### src/rtl/seq_alu.sv
// ---------------------------------------------------------------------------
// seq_alu - clocked ALU with a registered result and a one-cycle Done pulse.
//
// A Start strobe, accepted only while Busy is low, captures A, B and Sel.
// Single-cycle operations register their result and flags on the same edge.
// MUL runs as a WIDTH-cycle shift-add loop and holds Busy high while it runs.
//
// Ports
//   Clk    in   system clock, rising edge
//   Rst_n  in   asynchronous active-low reset
//   Start  in   operation request (dropped while Busy)
//   Sel    in   [3:0] operation select
//   A, B   in   [WIDTH-1:0] operands
//   Q      out  [WIDTH-1:0] registered result
//   Flags  out  [3:0] registered {Z, N, C, V}
//   Busy   out  multiply in progress
//   Done   out  one-cycle completion pulse
//   Err    out  illegal Sel seen, held until the next accepted Start
// ---------------------------------------------------------------------------
module seq_alu #(
    parameter int WIDTH = 16
) (
    input  logic             Clk,
    input  logic             Rst_n,
    input  logic             Start,
    input  logic [3:0]       Sel,
    input  logic [WIDTH-1:0] A,
    input  logic [WIDTH-1:0] B,
    output logic [WIDTH-1:0] Q,
    output logic [3:0]       Flags,
    output logic             Busy,
    output logic             Done,
    output logic             Err
);

    localparam int SHW = $clog2(WIDTH);
    localparam int MSB = WIDTH - 1;

    typedef enum logic {S_IDLE, S_MUL} state_t;

    state_t                 state_q;
    logic [WIDTH-1:0]       q_q;
    logic [3:0]             flags_q;
    logic                   done_q;
    logic                   err_q;
    logic [2*WIDTH-1:0]     mcand_q;
    logic [2*WIDTH-1:0]     acc_q;
    logic [WIDTH-1:0]       mplier_q;
    logic [SHW-1:0]         cnt_q;

    // ---------------- single-cycle datapath ----------------
    logic [WIDTH:0]   add_w, sub_w, inc_w;
    logic [WIDTH:0]   shl_w, shr_w, sra_w;
    logic [SHW-1:0]   sh;
    logic [WIDTH-1:0] res;
    logic             c_f, v_f, upd_q, illegal;

    assign sh    = B[SHW-1:0];
    assign add_w = {1'b0, A} + {1'b0, B};
    assign sub_w = {1'b0, A} - {1'b0, B};   // top bit is the borrow
    assign inc_w = {1'b0, A} + {{WIDTH{1'b0}}, 1'b1};

    // One guard bit beside the operand catches the last bit shifted out;
    // with a zero amount the guard stays 0, so C=0 falls out naturally.
    assign shl_w = {1'b0, A} << sh;
    assign shr_w = {A, 1'b0} >> sh;
    assign sra_w = $signed({A, 1'b0}) >>> sh;

    always_comb begin
        res     = '0;
        c_f     = 1'b0;
        v_f     = 1'b0;
        upd_q   = 1'b1;
        illegal = 1'b0;
        case (Sel)
            4'd0: res = '0;
            4'd1: begin
                res = add_w[MSB:0];
                c_f = add_w[WIDTH];
                v_f = (A[MSB] == B[MSB]) && (res[MSB] != A[MSB]);
            end
            4'd2, 4'd12: begin
                res   = sub_w[MSB:0];
                c_f   = sub_w[WIDTH];
                v_f   = (A[MSB] != B[MSB]) && (res[MSB] != A[MSB]);
                upd_q = (Sel != 4'd12);   // CMP only touches Flags
            end
            4'd3: res = A;
            4'd4: res = A ^ B;
            4'd5: res = A | B;
            4'd6: res = A & B;
            4'd7: begin
                res = inc_w[MSB:0];
                c_f = inc_w[WIDTH];
                v_f = !A[MSB] && res[MSB];
            end
            4'd8: begin
                res = shl_w[MSB:0];
                c_f = shl_w[WIDTH];
            end
            4'd9: begin
                res = shr_w[WIDTH:1];
                c_f = shr_w[0];
            end
            4'd10: begin
                res = sra_w[WIDTH:1];
                c_f = sra_w[0];
            end
            4'd11: res = '0;              // handled by the MUL state
            default: illegal = 1'b1;      // res=0 gives Flags={1,0,0,0}
        endcase
    end

    // ---------------- multiply step ----------------
    logic [2*WIDTH-1:0] acc_nx;
    assign acc_nx = mplier_q[0] ? (acc_q + mcand_q) : acc_q;

    // ---------------- control ----------------
    always_ff @(posedge Clk or negedge Rst_n) begin
        if (!Rst_n) begin
            state_q  <= S_IDLE;
            q_q      <= '0;
            flags_q  <= '0;
            done_q   <= 1'b0;
            err_q    <= 1'b0;
            mcand_q  <= '0;
            acc_q    <= '0;
            mplier_q <= '0;
            cnt_q    <= '0;
        end else begin
            done_q <= 1'b0;
            case (state_q)
                S_IDLE: begin
                    if (Start) begin
                        err_q <= 1'b0;
                        if (Sel == 4'd11) begin
                            mcand_q  <= {{WIDTH{1'b0}}, A};
                            mplier_q <= B;
                            acc_q    <= '0;
                            cnt_q    <= '0;
                            state_q  <= S_MUL;
                        end else begin
                            if (upd_q) q_q <= res;
                            flags_q <= {res == '0, res[MSB], c_f, v_f};
                            err_q   <= illegal;
                            done_q  <= 1'b1;
                        end
                    end
                end
                S_MUL: begin
                    acc_q    <= acc_nx;
                    mcand_q  <= mcand_q << 1;
                    mplier_q <= mplier_q >> 1;
                    cnt_q    <= cnt_q + 1'b1;
                    if (cnt_q == SHW'(WIDTH - 1)) begin
                        q_q     <= acc_nx[MSB:0];
                        flags_q <= {acc_nx[MSB:0] == '0, acc_nx[MSB],
                                    |acc_nx[2*WIDTH-1:WIDTH], 1'b0};
                        done_q  <= 1'b1;
                        state_q <= S_IDLE;
                    end
                end
                default: state_q <= S_IDLE;
            endcase
        end
    end

    assign Q     = q_q;
    assign Flags = flags_q;
    assign Busy  = (state_q == S_MUL);
    assign Done  = done_q;
    assign Err   = err_q;

endmodule

### config.mk
export PLATFORM = sky130hd
export DESIGN_NAME = seq_alu
export DESIGN_NICKNAME = d
export VERILOG_FILES = /design/src/rtl/seq_alu.sv
export SDC_FILE = /design/constraint.sdc
export NUM_CORES = 1
export LEC_CHECK = 0
export CAP_MARGIN = 5
export CORE_MARGIN = 3
export CORE_UTILIZATION = 52
export DETAILED_ROUTE_END_ITERATION = 10
export PLACE_DENSITY = 0.71
export SYNTH_ARGS = -nofsm -noshare
export SYNTH_HDL_FRONTEND = slang
export SYNTH_SLANG_ARGS = --single-unit
### constraint.sdc
create_clock -name Clk -period 3.8 [get_ports Clk]
set_input_delay 0.76 -clock Clk [delete_from_list [all_inputs] [get_ports Clk]]
set_output_delay 0.76 -clock Clk [all_outputs]
set_load 0.02 [all_outputs]
======== After elaboration in Yosys (flattened, before gate mapping) ========
Index checks and enable logic that the tools add are counted.
W data, S select, Z words.
storage, ports and cells
  word-level logic and storage cells ...... 94
  output and inout port bits .............. 23
  register bits after elaboration ......... 107
  input bits .............................. 39
operators by class
  reductions and logical operators ........ 14
  mux-type cells .......................... 36
  eq/ne operators ......................... 23
  add/subtract/negate cells ............... 5
  bitwise gates (word level) .............. 4
  shift-type cells ........................ 3
operators by type and width
  kind                     number
  $mux W32                 5
  $pmux W16 S10            1
  $pmux W32 S2             2
  $mux W16                 6
  $pmux W16 S2             2
  $add A32 B32 Y32         1
  $logic_not A16 Y1        2
  $eq A4 B4 Y1 const B     6
  $mux W4                  5
  $add A16 B1 Y17 const B  1
  $add A16 B16 Y17         1
  $shl A16 B4 Y17          1
  $shr A17 B4 Y17          1
  $sshr A17 B4 Y17         1
  $sub A16 B16 Y17         1
  $and A16 B16 Y16         1
  $eq A4 B3 Y1 const B     4
  $or A16 B16 Y16          1
  $pmux W4 S2              2
  $reduce_or A16 Y1        1
  $xor A16 B16 Y16         1
  $reduce_or A12 Y1        1
  $mux W1                  9
  $eq A4 B2 Y1 const B     2
  18 further kinds         27

======== Longest topological paths before layout ========
  depth after elaboration ................. 7
  mapped depth ............................ 15

======== Worst setup path before layout ========
No wires, ideal clock.
  path kind ............................... input -> register
  start point ............................. input port B[2]
  end point ............................... register q_q[12] (netlist: Q[12])
  arrival time ............................ 3.760 ns
  path buffers ............................ 3
  library setup time ...................... 0.125 ns
  cell stages on the path ................. 15
  setup slack ............................. -0.085 ns
  cells stage by stage .................... clkbuf_1 clkinv_1 clkbuf_1 ha_1 buf_2 nand2b_1 a221oi_1 o2111ai_1 and2_1 o21bai_1 a21oi_1 a221o_1 a21oi_1 o21ai_0 mux2_2
on the way
  word-level cells in the longest chain between the ends .. 6
  elaborated cells between the ends (all ways) .. 10
  classes of those cells .................. 2 x add/sub; 3 x shift; 5 x mux
ends and longest elaborated chain
  what                                            line  text
  start: declaration                              28    input logic [WIDTH-1:0] B,
  $sub A16 B16 Y17, or another cell as far along  60    assign sub_w = {1'b0, A} - {1'b0, B};
  $pmux W16 S10 *                                 75    case (Sel)
  $mux W16 *                                      143   if (upd_q) q_q <= res;
  $mux W16 *                                      136   if (Sel == 4'd11) begin
  $mux W16 *                                      134   if (Start) begin
  $pmux W16 S2 *                                  132   case (state_q)
  end signal: assignment                          143
  end signal: assignment                          156   q_q <= acc_nx[MSB:0];
  end: declaration                                42    logic [WIDTH-1:0] q_q;
Mark *: on every way between the ends. The rest lies on a longest branch, timed or not. The select of a mux whose other input is x is not followed.
A chain may end at the register's enable or synchronous reset.

======== Worst setup path in the final report ========
  start point ............................. input port A[1]
  end point ............................... register q_q[15] (netlist: Q[15])
on the way
  word-level cells in the longest chain between the ends .. 6
  elaborated cells between the ends (all ways) .. 11
  classes of those cells .................. 3 x add/sub; 3 x shift; 5 x mux
ends and longest elaborated chain
  what                                           line  text
  start: declaration                             27    input logic [WIDTH-1:0] A,
  $add A16 B1 Y17, or another cell as far along  61    assign inc_w = {1'b0, A} + {{WIDTH{1'b0}}, 1'b1};
  $pmux W16 S10 *                                75
  $mux W16 *                                     143
  $mux W16 *                                     136
  $mux W16 *                                     134
  $pmux W16 S2 *                                 132
Marked as above.

==> out/qor.csv <==
stage,metric,value,unit
cts,cts_buffers,9,
yosys,synthFlopType,dfrtp_1,
yosys,synth_edf_count,0,
cts,clockRootBuffer,clkbuf_16,
cts,clkTransAtPathRegs,0.09,ns
routing,wl_per_cell,21.4,microns
yosys,async_flop_share,100,%
yosys,synthDistinctLibCells,87,
cts,hold_buffers,0,
timing,finalSetupViolations,0,
routing,highest_layer,met4,
timing,final.setup_skew,0.0180,ns
die,die_h,154,microns
routing,drtAntennaViolNets,0,
placement,gp_congestion,1.06,
pwr,ir_drop,0.319,mV
cts,ctsLongestPathBuffers,2,
die,initial_core_util,53.5,%
global_routing,grt_pass1_wl,66300,microns
placement,dpl.hpwl,33100,microns
pwr,power,7.01,mW
yosys,synth_warnings,0,
pwr,cellLeakagePower,6.52,nW
cts,ctsHtreeMaxLevel,3,
timing,fin_crit_sh,97.2,%
die,die_area,0.0237,sq mm
routing,vias_per_cell,6.30,
setup_path,cp-end-kind,flip-flop,
yosys,ys_seq_area_share,23.6,%
placement,port_buffers,61,
yosys,syn_area,0.0114,sq mm
cts,clk_latency,0.37,ns
setup_path,worst-path-max-fanout,4,
setup_path,cp.required,4.06,ns
global_routing,grt_pass1_vias,11897,
die,die_w,154,microns
timing,relSlewSlack,45.8,%
timing,whs,0.386,ns
global_routing,antenna_found_initial,0,
worst_hold_path,holdCritPathClass,input port to async pin,
yosys,ys_seq_elements,107,
timing,rsz0062_at_grt,true,
routing,num_vias,12507,
global_routing,grt.total_usage,35.3,%
timing,period_minus_slack,3.69,ns
global_routing,overflow,0,
timing,worstMarginPinSlew,0.814,ns
timing,setup_tns,0,ns
timing,report.final.hold_viol_count,0,
yosys,syn_area_per_cell,7.61,sq um
cells_and_area,drive_above_1_share,21.8,%
setup_path,criticalPathCategory,input port to flip-flop,
outcome,status,"complete, no violations",
yosys,synth_cells,1492,
routing,wl_met3,3240,microns
die,core,0.0212,sq mm
cells_and_area,nets,1833,
pwr,p_per_area,489,mW/mm^2
die,ios,62,
timing,drv_slew,0,
routing,wl_met2,19700,microns
cells_and_area,synthToLayoutAreaGrowth,26.1,%
global_routing,grt_max_degree,96,
setup_path,arrival,3.95,ns
cells_and_area,fin_area,0.0143,sq mm
setup_path,rrSetupSlack,0.15,ns
routing,routedLengthMet1,17800,microns
setup_path,worstSetupStartpointType,input port,
cts,cts_tree,done,
setup_path,r2r-start,mcand_q[0]$_DFFE_PN0P_,
routing,wl,42500,microns
setup_path,reg2regPathDepth,12,
routing,drt-pass1-iter-count,5,
yosys,syn-num-nets,1620,
routing,drt_iter0_drc,1166,
run,drv_cap,0,
timing,fin_ws,0.105,ns
placement,post-place-ws,-0.557,ns
routing,drc,0,
die,rows,53,
setup_path,timing.rr.end,Flags[1]$_DFFE_PN0P_,
cts,cts_sinks,107,
placement,dpl_cell_area,0.0137,sq mm
timing,fmax,271,MHz
power breakdown:
part	internal [mW]	switching, mW
logic	1.69	2.33
registers	1.54	0.384
clock network	0.539	0.526
total	3.77	3.24
logic make-up after synthesis:
kind of cell | synth area share (%)
compound gates | 28.2
xor+xnor | 3.39
fa+ha+maj | 10.0
buf+inv | 5.84
flops | 23.6
mux | 9.10
simple gates | 19.9
synthesized netlist by cell type, types with 7 or more instances:
master	n	area share (%)
a2111oi_0	11	0.85
a211oi_1	21	1.4
a21o_1	24	1.6
a21oi_1	123	5.4
a22o_1	8	0.62
a22oi_1	11	0.73
a31oi_1	12	0.66
and2_1	9	0.50
buf_1	9	0.30
buf_2	14	0.62
clkbuf_1	80	2.6
dfrtp_1	107	24
ha_1	86	9.5
inv_1	59	1.9
mux2_2	38	3.8
mux2i_1	34	3.0
mux4_2	9	1.8
nand2_1	205	6.8
nand2b_1	14	0.77
nand3_1	35	1.5
nand4_1	16	0.88
nor2_1	141	4.7
nor2b_1	14	0.77
nor3_1	30	1.3
nor4_1	10	0.55
o211ai_1	23	1.5
o21ai_0	143	6.3
o21ai_1	7	0.31
o221ai_1	9	0.69
o31ai_1	11	0.73
xnor2_1	32	2.5
xor2_1	12	0.93
how the worst max path moves through the flow:
stage | startpoint | endpoint | slack, ns | cells past startpoint
after global placement | A[0] | Flags[3]$_DFFE_PN0P_ | -0.50 | 14
final | A[1] | Q[15]$_DFFE_PN0P_ | 0.11 | 13
after detailed placement | A[0] | Flags[3]$_DFFE_PN0P_ | -0.56 | 14
after floorplan | B[2] | Q[12]$_DFFE_PN0P_ | 0.10 | 15
after global routing | B[3] | Flags[3]$_DFFE_PN0P_ | -0.04 | 14
after CTS | A[1] | Q[15]$_DFFE_PN0P_ | 0.02 | 13
critical path: stages:
cell             delay (ns)
clkdlybuf4s50_1        0.48
inv_1                  0.09
ha_1                   0.36
or2_0                  0.27
a221oi_2               0.28
o221a_2                0.29
o311ai_4               0.12
a21oi_2                0.27
a21o_1                 0.15
mux2i_1                0.06
o211ai_1               0.41
nor2_1                 0.11
o31ai_1                0.29
flip-flops by register name, summed over array words and instances, names as in the netlist, 4 cells and up:
| name | flops |
|---|---|
| Q | 16 |
| mplier_q | 16 |
| cnt_q | 4 |
| acc_q | 32 |
| mcand_q | 32 |
| Flags | 4 |
per-stage QoR:
stage	instances	util [%]
2_1_floorplan	1492	-
3_3_place_gp	1964	64.8
3_5_place_dp	1964	64.8
4_1_cts	1980	66.5
5_1_grt	1985	67.5
6_report	1986	67.5
final cells by class:
class,instances,area [sq um]
clock buffer,9,225
clock inverter,7,103
fill,1854,6890
timing repair buffer,308,2500
antenna,1,2.50
inverter,62,234
multi-input combinational,1217,8240
tap,275,344
sequential,107,2680
timing repair:
item,in CTS,in global routing
resized for setup,6,46
pin swaps,0,21
setup endpoints to repair,3,13
gates cloned,0,0
buffers inserted,0,5
layer usage:
| metal | vias up | track usage, % |
|---|---|---|
| li1 | 5848 | - |
| met1 | 5939 | 47.3 |
| met2 | 581 | 57.6 |
| met3 | 139 | 5.69 |
| met4 | 0 | 13.6 |
| met5 | - | 0 |
placed cells by master (no fill, tap or decap), types with 32 or more instances in the layout:
cell / n
buf_4: 243
nand2_1: 205
nor2_1: 141
o21ai_0: 136
a21oi_1: 120
dfrtp_1: 106
ha_1: 84
inv_1: 59
clkdlybuf4s50_1: 57
mux2_2: 38
nand3_1: 34
mux2i_1: 34
xnor2_1: 32
Note: power is estimated with default switching activity, not from simulation.
